## src/rtl/hub75_scan_driver.sv

```systemverilog
// HUB75 1/16-scan driver: reads RGB565 pixel pairs from the frame RAM and shows them as BCM bit-planes.
// Colour bits reach the pins one cycle after their address; there is no backpressure, the panel timing is free-running.
module hub75_scan_driver #(
   parameter int BPP        = 5,
   parameter int BASE_TICKS = 8
) (
   input  logic        clk,
   input  logic        reset_n,
   input  logic        enable,
   output logic [9:0]  read_addr,
   output logic        read_en,
   input  logic [15:0] read_data_top,
   input  logic [15:0] read_data_bottom,
   output logic        hub75_clk,
   output logic        hub75_lat,
   output logic        hub75_oe_n,
   output logic [3:0]  hub75_addr,
   output logic        hub75_r1,
   output logic        hub75_g1,
   output logic        hub75_b1,
   output logic        hub75_r2,
   output logic        hub75_g2,
   output logic        hub75_b2,
   output logic        frame_done
);

   localparam int         MAX_TICKS  = BASE_TICKS << (BPP - 1);
   localparam int         CNT_W      = $clog2(MAX_TICKS + 1);
   localparam logic [2:0] LAST_PLANE = 3'(BPP - 1);
   localparam logic [2:0] K_OFFSET   = 3'(5 - BPP);

   typedef enum logic [2:0] {
      IDLE,
      PREFETCH,
      SHIFT_LO,
      SHIFT_HI,
      BLANK,
      LATCH,
      DISPLAY
   } state_t;

   state_t           state;
   state_t           state_nxt;
   logic [3:0]       row;
   logic [2:0]       plane;
   logic [5:0]       col;
   logic [CNT_W-1:0] disp_cnt;
   logic             disp_done;
   logic             last_col;
   logic             enter_lo;
   logic [2:0]       kidx;
   logic [4:0]       top_r;
   logic [4:0]       top_g;
   logic [4:0]       top_b;
   logic [4:0]       bot_r;
   logic [4:0]       bot_g;
   logic [4:0]       bot_b;
   logic             unused_green_lsb;

   assign disp_done = (disp_cnt == '0);
   assign last_col  = (col == 6'd63);
   assign enter_lo  = (state_nxt == SHIFT_LO);
   assign kidx      = plane + K_OFFSET;

   // Green is 6 bits wide; its LSB never reaches a displayed plane.
   assign top_r = read_data_top[15:11];
   assign top_g = read_data_top[10:6];
   assign top_b = read_data_top[4:0];
   assign bot_r = read_data_bottom[15:11];
   assign bot_g = read_data_bottom[10:6];
   assign bot_b = read_data_bottom[4:0];
   assign unused_green_lsb = read_data_top[5] ^ read_data_bottom[5];

   always_ff @(posedge clk or negedge reset_n) begin
      if (!reset_n) begin
         state <= IDLE;
      end else begin
         state <= state_nxt;
      end
   end

   always_comb begin
      state_nxt = state;
      case (state)
         IDLE:     if (enable) state_nxt = PREFETCH;
         PREFETCH: state_nxt = SHIFT_LO;
         SHIFT_LO: state_nxt = SHIFT_HI;
         SHIFT_HI: state_nxt = last_col ? BLANK : SHIFT_LO;
         BLANK:    state_nxt = LATCH;
         LATCH:    state_nxt = DISPLAY;
         DISPLAY:  if (disp_done) state_nxt = enable ? PREFETCH : IDLE;
         default:  state_nxt = IDLE;
      endcase
   end

   // The address runs one column ahead of the column on the pins and parks on 63.
   always_comb begin
      read_en    = 1'b0;
      read_addr  = '0;
      hub75_clk  = 1'b0;
      hub75_lat  = 1'b0;
      hub75_oe_n = 1'b1;
      case (state)
         PREFETCH: begin
            read_en   = 1'b1;
            read_addr = {row, 6'd0};
         end
         SHIFT_LO: begin
            read_en   = 1'b1;
            read_addr = {row, last_col ? 6'd63 : col + 6'd1};
         end
         SHIFT_HI: begin
            read_en   = 1'b1;
            read_addr = {row, last_col ? 6'd63 : col + 6'd1};
            hub75_clk = 1'b1;
         end
         LATCH:   hub75_lat  = 1'b1;
         DISPLAY: hub75_oe_n = 1'b0;
         default: ;
      endcase
   end

   always_ff @(posedge clk or negedge reset_n) begin
      if (!reset_n) begin
         row        <= '0;
         plane      <= '0;
         col        <= '0;
         disp_cnt   <= '0;
         hub75_addr <= '0;
         hub75_r1   <= 1'b0;
         hub75_g1   <= 1'b0;
         hub75_b1   <= 1'b0;
         hub75_r2   <= 1'b0;
         hub75_g2   <= 1'b0;
         hub75_b2   <= 1'b0;
         frame_done <= 1'b0;
      end else begin
         frame_done <= 1'b0;
         case (state)
            IDLE: begin
               row   <= '0;
               plane <= '0;
               col   <= '0;
            end
            PREFETCH: col <= '0;
            SHIFT_HI: col <= col + 6'd1;
            LATCH:    disp_cnt <= CNT_W'((BASE_TICKS << plane) - 1);
            DISPLAY: begin
               if (disp_done) begin
                  if (plane != LAST_PLANE) begin
                     plane <= plane + 3'd1;
                  end else begin
                     plane      <= '0;
                     row        <= row + 4'd1;
                     frame_done <= (row == 4'd15);
                  end
                  // An abort always restarts the next scan from the top of the frame.
                  if (!enable) begin
                     row   <= '0;
                     plane <= '0;
                  end
               end else begin
                  disp_cnt <= disp_cnt - 1'b1;
               end
            end
            default: ;
         endcase

         if (state_nxt == BLANK) begin
            hub75_addr <= row;
         end

         if (enter_lo) begin
            hub75_r1 <= top_r[kidx];
            hub75_g1 <= top_g[kidx];
            hub75_b1 <= top_b[kidx];
            hub75_r2 <= bot_r[kidx];
            hub75_g2 <= bot_g[kidx];
            hub75_b2 <= bot_b[kidx];
         end
      end
   end

endmodule

```

## config.mk

```make
export PLATFORM = sky130hd
export DESIGN_NAME = hub75_scan_driver
export DESIGN_NICKNAME = d
export VERILOG_FILES = /design/src/rtl/hub75_scan_driver.sv
export SDC_FILE = /design/constraint.sdc
export NUM_CORES = 1
export LEC_CHECK = 0
export CORE_MARGIN = 2
export CORE_UTILIZATION = 35
export CTS_CLUSTER_DIAMETER = 60
export CTS_CLUSTER_SIZE = 30
export DETAILED_ROUTE_END_ITERATION = 10
export GPL_TIMING_DRIVEN = 0
export PLACE_DENSITY = 0.72
export SETUP_SLACK_MARGIN = 0.2
export SLEW_MARGIN = 20
export SYNTH_ARGS = -nofsm -noshare
export SYNTH_HDL_FRONTEND = slang
export SYNTH_SLANG_ARGS = --single-unit
```

## constraint.sdc

```tcl
create_clock -name clk -period 2.6 [get_ports clk]
set_clock_uncertainty 0.2 [all_clocks]
set_input_delay 0.39 -clock clk [delete_from_list [all_inputs] [get_ports clk]]
set_output_delay 0.39 -clock clk [all_outputs]
set_load 0.005 [all_outputs]
```

# Word level (Yosys, flattened, before mapping)
# Index checks and enable logic that the tools add are counted.
[word_totals]
regBits = 35
input_bits = 35
out_inout_bits = 25
wordCells = 82
[op_classes]
n_addsub = 5
order_cmp = 1
n_eq_ne = 14
n_shift = 1
mux = 37
reduce_logical = 11
[op_table]
columns = ["operator", "n"]
rows = [
  ["3-bit one-hot mux with 7 select lines", 1],
  ["10-bit one-hot mux with 2 select lines", 1],
  ["1-bit binary-select mux with 3-bit select", 6],
  ["3-bit two-way mux", 6],
  ["8-bit one-hot mux with 2 select lines", 1],
  ["1-bit two-way mux", 14],
  ["3-bit == test (second input constant)", 4],
  ["4-bit two-way mux", 3],
  ["6-bit one-hot mux with 2 select lines", 1],
  ["3-bit by 2-bit == test with 1-bit output (second input constant)", 3],
  ["8-bit zero test", 1],
  ["8-bit two-way mux", 1],
  ["4-bit one-hot mux with 2 select lines", 1],
  ["4-bit by 3-bit left shift with 8-bit output (first input constant)", 1],
  ["8-bit by 1-bit subtractor with 8-bit output (second input constant)", 1],
  ["8-bit by 2-bit subtractor with 8-bit output (second input constant)", 1],
  ["6-bit by 1-bit adder with 6-bit output (second input constant)", 1],
  ["6-bit == test (second input constant)", 1],
  ["6-bit two-way mux", 1],
  ["3-bit != test (second input constant)", 2],
  ["3-bit one-hot mux with 2 select lines", 1],
  ["2-bit nonzero test", 3],
  ["4-bit by 1-bit adder with 4-bit output (second input constant)", 1],
  ["4-bit == test (second input constant)", 1],
  ["9 further kinds", 12],
]

# Depth between registers and ports, before layout
[logic_depth]
word_depth = 5
mapped_depth = 9
depth_no_buf = 8

# Worst setup path before layout
# No wires, ideal clock.
[synth_timing]
path_kind = "reg2reg"
from = "register plane[1]"
to = "register disp_cnt[7]"
setup_ns = 0.078
arrival_time_ns = 1.962
required_ns = 2.322
slack_ns = 0.360
path_stages_with_launch = 10
n_path_buf = 1
period_less_slack_ns = 2.240
path_cell_list = "dfrtp_1 -> clkbuf_1 -> inv_1 -> ha_1 -> nand2_1 -> ha_1 -> or4bb_1 -> o21ai_0 -> o22ai_1 -> o2bb2ai_1"
[synth_between]
elab_chain_len = 3
[synth_lines]
columns = ["element", "line_no", "text"]
rows = [
  ["start: declaration", "45", "logic [2:0] plane;"],
  ["start signal: assignment", "151", "plane <= plane + 3'd1;"],
  ["4-bit by 3-bit left shift with 8-bit output", "147", "LATCH: disp_cnt <= CNT_W'((BASE_TICKS << plane) - 1);"],
  ["8-bit by 2-bit subtractor with 8-bit output", "147", ""],
  ["8-bit one-hot mux with 2 select lines", "139", "case (state)"],
  ["end signal: assignment", "147", ""],
  ["end signal: assignment", "163", "disp_cnt <= disp_cnt - 1'b1;"],
  ["end: declaration", "47", "logic [CNT_W-1:0] disp_cnt;"],
]
# Every way passes these cells.
# A chain may end at the register's enable or synchronous reset.

# Worst setup path after layout
[layout_timing]
from = "register state[1]"
to = "output hub75_oe_n"
[layout_between]
elab_chain_len = 2
[layout_lines]
columns = ["element", "line_no", "text"]
rows = [
  ["start: declaration", "42", "state_t state;"],
  ["start signal: assignment", "78", "state <= state_nxt;"],
  ["3-bit == test", "103", "case (state)"],
  ["1-bit two-way mux", "103", ""],
  ["end: declaration", "16", "output logic hub75_oe_n,"],
]
# Every way passes these cells.

==> results.cfg <==
[run_status]
status = finished clean

[clock_tree]
cts_root_buffer = clkbuf_8
clkLatencyLatePin_ns = 0.29
clk_pin_slew_worst_paths_ns = 0.07
cts-htree-levels = 2
clockBufferDepth = 2
numCtsBuffers = 5
clock_sinks = 35
cts_tree = built

[route]
wl_per_cell_um = 15.1
num_vias = 2051
viasPerCell = 5.29
drc = 0
ant_nets = 0
routed_wl_um = 5860
drtPass1Iterations = 5
drtIter0Drc = 109

[power]
p_leak_nw = 1.46
power.density_nw_per_um2 = 591
ir_drop_v = 0.000470
seq_power_share_pct = 37.5
p_clk_share_pct = 20.0
internal_power_mw = 1.30
p_sw_share_pct = 32.0
power.switching_uw = 614
combinationalPowerShare_pct = 42.6

[floorplan]
num_rows = 28
chipHeight_um = 83.3
start_util_pct = 36.8
coreArea_um2 = 5990
die-area_um2 = 6940
ioPinCount = 60
dieWidth_um = 83.3

[global_routing]
track_usage_pct = 16.3
grt_pass1_vias = 1864
grt_antenna_before_repair = 0
grt_max_degree = 27
grt-ovfl-total = 0
grt_pass1_wl_um = 9240

[synthesis]
synth_ff_type = dfrtp_1
synth_area_per_cell_um2 = 9.66
syn_area_um2 = 2200
yosysWarningCount = 0
synth-seq-cells = 35
synth_edf_count = 0
synthArstFlopShare_pct = 100
ys_seq_area_share_pct = 39.8
synth_cell_type_count = 52
syn_nets = 272
netlist_instances = 228

[sta]
tightest_slew_ns = 0.488
maxSlewViolCount = 0
setup_slack_ns = 0.243
hold_viol_final = 0
setup_viol = 0
post-route-period-util_pct = 90.6
rsz0062_at_grt = true
slew-limit-headroom_pct = 67.4
period_needed_ns = 2.36
fmax_ghz = 0.424

[critical_path]
ff2ff_setup_slack_ns = 0.33
reg2regPathDepth = 7
cp-start-kind = register
path_class = register to output pin
r2r_end = disp_cnt[7]$_DFFE_PN0P_
worstPathArrival_ns = 1.77
required_ns = 2.01
cp_max_fo = 10
r2r-start = plane[2]$_DFFE_PN0P_
endpoint_kind = output pin

[layout]
fillers = 532
drive_gt1_share_pct = 22.7
fin_nets = 356
stdcell_count = 388
synthToLayoutAreaGrowth_pct = 47.6
diodes = 0

[place]
hpwlAfterDp_um = 4030
gp_congestion = 0.741
dp.cells = 361
pre_cts_slack_ns = -0.0000231
portBuffers = 57

[run]
drv_cap = 0

[hold_path]
hold_path_class = input pin to async pin
[final cells by class]
class	instances	area, um2	share of cell area (%)
buffer	10	82.6	2.54
clock buffer	7	76.3	2.35
clock inverter	1	5.00	0.154
multi-input combinational	170	1320	40.6
inverter	13	57.6	1.77
sequential	35	878	27.0
timing repair buffer	77	737	22.7
tap	75	93.8	2.89
[flip-flops by register name (all words and copies together) (netlist names)]
name and flops:
hub75_addr 4, hub75_b1 1, hub75_r1 1, state 3, col 6, disp_cnt 8
hub75_g2 1, hub75_g1 1, frame_done 1, hub75_r2 1, row 4, plane 3
hub75_b2 1
[worst max-delay path by stage]
stage	from	end	cells past startpoint
final	state[1]$_DFF_PN0_	hub75_oe_n	4
after global routing	col[0]$_DFFE_PN0P_	hub75_b1$_DFFE_PN0N_	8
after CTS	col[0]$_DFFE_PN0P_	read_addr[1]	5
after detailed placement	plane[1]$_DFFE_PN0P_	disp_cnt[7]$_DFFE_PN0P_	9
after global placement	reset_n	disp_cnt[5]$_DFFE_PN0P_	1
after floorplan	plane[1]$_DFFE_PN0P_	disp_cnt[7]$_DFFE_PN0P_	9
[metrics by stage]
stage          hold WS (ns)  area (um2)    TNS (ns)  utilization, %  power [mW]
2_1_floorplan        -0.106        2200           0               -        1.07
3_3_place_gp          0.294        2870           0            47.8        1.39
3_5_place_dp         0.0797        2880  -0.0000231            48.1        1.41
4_1_cts               0.310        3120           0            52.1        1.88
5_1_grt               0.339        3250           0            54.2        2.04
6_report              0.309        3250           0            54.2        1.92
[placed cells by master, fill, tap and decap left out, drive strengths merged, types with 6 or more instances in the layout]
| master | n |
|---|---|
| clkdlybuf4s50 | 49 |
| dfrtp | 35 |
| buf | 27 |
| nor2 | 21 |
| a21oi | 15 |
| nand2 | 13 |
| o21ai | 13 |
| inv | 12 |
| nor3 | 12 |
| clkbuf | 10 |
| ha | 9 |
| mux2 | 7 |
| a22oi | 7 |
| nand3 | 7 |
| mux4 | 6 |
[Yosys cell counts, types with 6 or more instances]
cell type	number	area, um2
ha_1	9	113
nor3_1	10	50.1
inv_1	11	41.3
nor2_1	21	78.8
nand3_1	7	35.0
o21ai_0	10	50.1
a22oi_1	7	52.6
mux4_2	6	135
clkbuf_1	6	22.5
nand2_1	12	45.0
mux2_2	7	78.8
a21oi_1	15	75.1
dfrtp_1	35	876
[critical path: stages (launching register included)]
cell	delay, ns
dfrtp_2	0.49
and3b_1	0.20
buf_4	0.18
inv_4	0.10
clkdlybuf4s50_1	0.51
[layer usage]
layer	vias to the layer above	GRT usage, %	share of wire (%)
met2	37	27.4	52
li1	1010	-	-
met1	998	21.4	43
met3	6	3.08	3.8
met4	0	4.47	1.2
met5	-	0	0
[logic make-up (layout without fill, tap and decap cells)]
family | after synthesis | in the layout | synth area share (%)
xor+xnor | 5 | 5 | 1.99
mux | 16 | 16 | 11.1
compound gates | 58 | 58 | 17.0
simple gates | 82 | 82 | 20.7
fa+ha+maj | 9 | 9 | 5.11
flops | 35 | 35 | 39.8
buf+inv | 23 | 108 | 4.26
[power by group through the flow]
stage	logic, mW	clock network, mW	registers (mW)
CTS	0.777	0.393	0.713
detailed placement	0.691	0	0.720
global route	0.892	0.418	0.733
global placement	0.671	0	0.716
finish	0.817	0.383	0.719
floorplan	0.364	0	0.707
[what timing repair did]
item / 4_1_cts / 5_1_grt
setup buffers: 6 / 12
pin swaps: 2 / 4
endpoints found under the setup margin: 13 / 10
gates resized for setup: 36 / 16
endpoints found under the hold margin: 9 / 0
hold buffers: 1 / 0
(Power assumes the default switching activity.)
==> RTL change 1, RTL diff (same flow settings) <==
Set the parameter `BPP` to 10 (it was 5).
--- a/src/rtl/hub75_scan_driver.sv
+++ b/src/rtl/hub75_scan_driver.sv
@@ -2,5 +2,5 @@
 // Colour bits reach the pins one cycle after their address; there is no backpressure, the panel timing is free-running.
 module hub75_scan_driver #(
-   parameter int BPP        = 5,
+   parameter int BPP        = 10,
    parameter int BASE_TICKS = 8
 ) (
Behaviour: not the same (a bounded check fails within 4 cycles, from zero or initial values and one cycle with reset_n low).
==> RTL change 1 against the original RTL <==
Sequential power up 7.4%. Sequential cell count up 5. Clock power up 35%. Worst setup slack better by 0.010 ns. Largest power group is now registers. Synthesized area up 22%. Cell count up 25%. Design area up 17%. Utilization down 2.3 points. Wire length up 22%. Via count up 28%. Total power down 1.9%.
==> RTL change 1: results (changes against the original RTL) <==
metric	value	unit	change
outcome	complete, no violations		
fin_ws	0.253	ns	+0.0103 ns
worst-path-max-fanout	10		unchanged
irDropWorstVdd	251	uV	-47%
grt_pass1_wl	11.9	mm	+28%
hpwl	5.00	mm	+24%
synth_area_leaders	dfrtp_1 37%, o21ai_0 7.1%, a21oi_1 6.3%, ha_1 5.6%, mux4_2 5.0%		
h-tree-depth	2		unchanged
grt_max_degree	31		+15%
cts_root_buffer	clkbuf_8		
place_area	3390	um^2	+18%
dpl_worst_slack	-0.107	ns	-0.107 ns
wirelength	7.13	mm	+22%
nNetsFinal	432		+21%
holdCritPathClass	in -> async		
syn-num-nets	353		+30%
routed.top_layer	met4		
yosys_most_used_dff	dfrtp_1		
antennaDiodeCount	0		unchanged
synth_cells	306		+34%
viasPerCell	5.41		+2.3%
port_buffers	57		unchanged
p_leak	1.63	nW	+12%
n_fill_cell	638		+20%
gp_congestion	0.868		+17%
ys_warn_count	0		unchanged
grt_util_met1	22.9	%	+1.5 points
track_usage	17.2	%	+0.93 points
worst_pin_slew	0.574	ns	+0.0867 ns
max_stage_delay	0.47	ns	-0.04 ns
fin_worst_hold_slack	0.300	ns	-0.00873 ns
dp.cells	463		+28%
synthTopCellsByCount	40 x dfrtp_1, 38 x o21ai_0, 34 x a21oi_1, 27 x nor2_1, 21 x nand2_1		
async_flop_share	100	%	unchanged
wl_met3	260	um	+17%
dr_wl_met2	3.58	mm	+18%
drtPass1Iterations	4		-1
yosysSeqAreaShare	37.3	%	-2.5 points
use_met2	28.7	%	+1.3 points
drive_gt1_share	20.5	%	-2.2 points
cts_made_buffers	5		unchanged
drtIter0Drc	148		+36%
antenna_found_initial	0		unchanged
routed-via-count	2622		+28%
cpLargestDelayFamily	compound AO/OA/AOI/OAI gates		
clkTransAtPathRegs	0.09	ns	+0.02 ns
use_met3	2.41	%	-0.67 points
p_sw	561	uW	-8.8%
final_cell_area	3810	um^2	+17%
clk_path_buf_depth	2		unchanged
grt_pass1_vias	2542		+36%
clk_latency	0.30	ns	
wl_met1	3.15	mm	+24%
top_regs	disp_cnt: 13 flops, col: 6 flops		
synth_cell_types	50		-3.8%
crit_slowest_cell	dfrtp_2		
==> RTL change 1: kinds of logic (layout without fill, tap and decap cells) <==
logic type / Yosys count / count (layout) / synth area share [%]
buf+inv: 28 / 108 / 4.52
simple gates: 107 / 107 / 21.3
mux: 12 / 12 / 7.46
xor+xnor: 6 / 6 / 1.96
flops: 40 / 40 / 37.3
compound gates: 101 / 101 / 21.9
fa+ha+maj: 12 / 12 / 5.59
==> RTL change 1: layout make-up <==
class,count,share of cell area [%]
Multi-Input combinational cell,238,44.5
Sequential cell,40,26.4
Timing Repair Buffer,72,18.2
Buffer,17,3.55
Tap cell,99,3.25
Clock buffer,5,1.81
Inverter,11,1.22
Clock inverter,3,1.12
==> RTL change 1: power groups by stage <==
stage / clock [mW] / combinational, mW / sequential, mW
floorplan: 0 / 0.247 / 0.756
global placement: 0 / 0.511 / 0.767
detailed placement: 0 / 0.520 / 0.771
CTS: 0.528 / 0.571 / 0.767
global route: 0.564 / 0.656 / 0.784
finish: 0.516 / 0.595 / 0.772
==> RTL change 1: timing repair <==
item,4_1_cts,5_1_grt
buffers inserted,9,4
endpoints found under the setup margin,24,22
gates resized for setup,40,35
pin swaps,9,7
hold endpoints to repair,10,0
hold buffers,1,0
==> RTL change 1: path summary, 6_finish.rpt <==
| check | start | to | depth (start not counted) |
|---|---|---|---|
| setup / recovery | plane[2] | disp_cnt[10] | 8 |
| hold / removal | reset_n | disp_cnt[1] | 2 |
| setup reg to reg | plane[2] | disp_cnt[10] | 8 |
| hold reg to reg | hub75_addr[0] | hub75_addr[0] | 1 |
| max in group asynchronous | reset_n | state[1] | 3 |
| min in group clk | hub75_addr[0] | hub75_addr[0] | 1 |
==> RTL change 2, RTL diff (same settings) <==
Made on the original files. Encoding of `state_t`: now one-hot (7 bits for 7 states).
--- a/src/rtl/hub75_scan_driver.sv
+++ b/src/rtl/hub75_scan_driver.sv
@@ -30,12 +30,12 @@
    localparam logic [2:0] K_OFFSET   = 3'(5 - BPP);
 
-   typedef enum logic [2:0] {
-      IDLE,
-      PREFETCH,
-      SHIFT_LO,
-      SHIFT_HI,
-      BLANK,
-      LATCH,
-      DISPLAY
+   typedef enum logic [6:0] {
+      IDLE     = 7'b0000001,
+      PREFETCH = 7'b0000010,
+      SHIFT_LO = 7'b0000100,
+      SHIFT_HI = 7'b0001000,
+      BLANK    = 7'b0010000,
+      LATCH    = 7'b0100000,
+      DISPLAY  = 7'b1000000
    } state_t;
 
Function: same outputs for any inputs over 10 cycles, from zero or initial values and one cycle with reset_n low; not proved beyond that.
==> RTL change 2 against the original RTL <==
Wire length down 1.0%. Total power is 12% higher. Design area rose by 7.1%. Clock power is 59% higher. Synthesized area rose by 9.1%. Worst setup slack got worse by 0.13 ns. Synthesized cell count rose by 14%. Die area rose by 8.7%. Hold slack worse by 0.026 ns. First-iteration DRC count shrank 5.5%. Combinational power fell by 3.2%. Sequential cell count up 4. Count of clock-buffer cells in the layout is 2 lower. Critical endpoint is now read_addr[7]. Highest routed layer unchanged.
==> RTL change 2: results (changes against the original RTL) <==
metric	value	unit	change
worst-path-max-fanout	5		-5
postCtsSetupBuffers	16		+10
cp.arrival	1.90	ns	+0.13 ns
use_met2	26.7	%	-0.70 points
grt_pass1_wl	9.80	mm	+6.1%
yosysSeqAreaShare	40.7	%	+0.88 points
drtIter0Drc	103		-5.5%
timing.fmax	0.402	GHz	-5.3%
timing.critical_path.from	state[6]		
wirelength	5.81	mm	-1.0%
outcome	complete, no violations		
grt_util_met1	21.0	%	-0.36 points
viasPerCell	5.23		-0.99%
cts_resized	52		+44%
drtPass1Iterations	4		-1
p_leak	1.53	nW	+5.1%
cpLargestDelayFamily	simple AND/OR/NAND/NOR gates		
top_regs	disp_cnt: 8 flops, state: 7 flops, col: 6 flops		
gp_congestion	0.795		+7.3%
r2r_end	hub75_r1		
drive_gt1_share	26.1	%	+3.5 points
crit_slowest_cell	or3_4		
seq_cell_power	746	uW	+3.8%
max_stage_delay	0.43	ns	-0.08 ns
crit_end	read_addr[7]		
timing.rr.start	col[1]		
n_fill_cell	605		+14%
dp.cells	398		+10%
rrSetupSlack	0.31	ns	-0.02 ns
## RTL change 2: changes by cell type after synthesis, moves of 4 or more
cell and change:
inv_1 +5, o21ai_2 +8, a21oi_1 -8, o21ai_0 +16, buf_6 +4, mux2_2 -7, nor3_1 -5, nand2_1 +18
## RTL change 2: cells by family after synthesis
family	synth area share, %
compound gates	18.7
xor+xnor	2.55
fa+ha+maj	5.21
buf+inv	6.30
flops	40.7
mux	5.62
simple gates	21.0
## RTL change 2: routing by layer
metal | wire (um) | vias to the layer above | share of wire, %
met1 | 2620 | 1078 | 45
met4 | 114 | 0 | 2.0
met2 | 2800 | 52 | 48
li1 | - | 1098 | -
met5 | 0 | - | 0
met3 | 273 | 12 | 4.7
## RTL change 2: cell type report
cell class / count / share of cell area [%]
buffer: 13 / 3.16
inverter: 17 / 1.83
multi-input combinational: 191 / 39.3
clock inverter: 3 / 1.94
tap: 80 / 2.88
sequential: 39 / 28.2
clock buffer: 5 / 1.98
timing repair buffer: 80 / 20.7
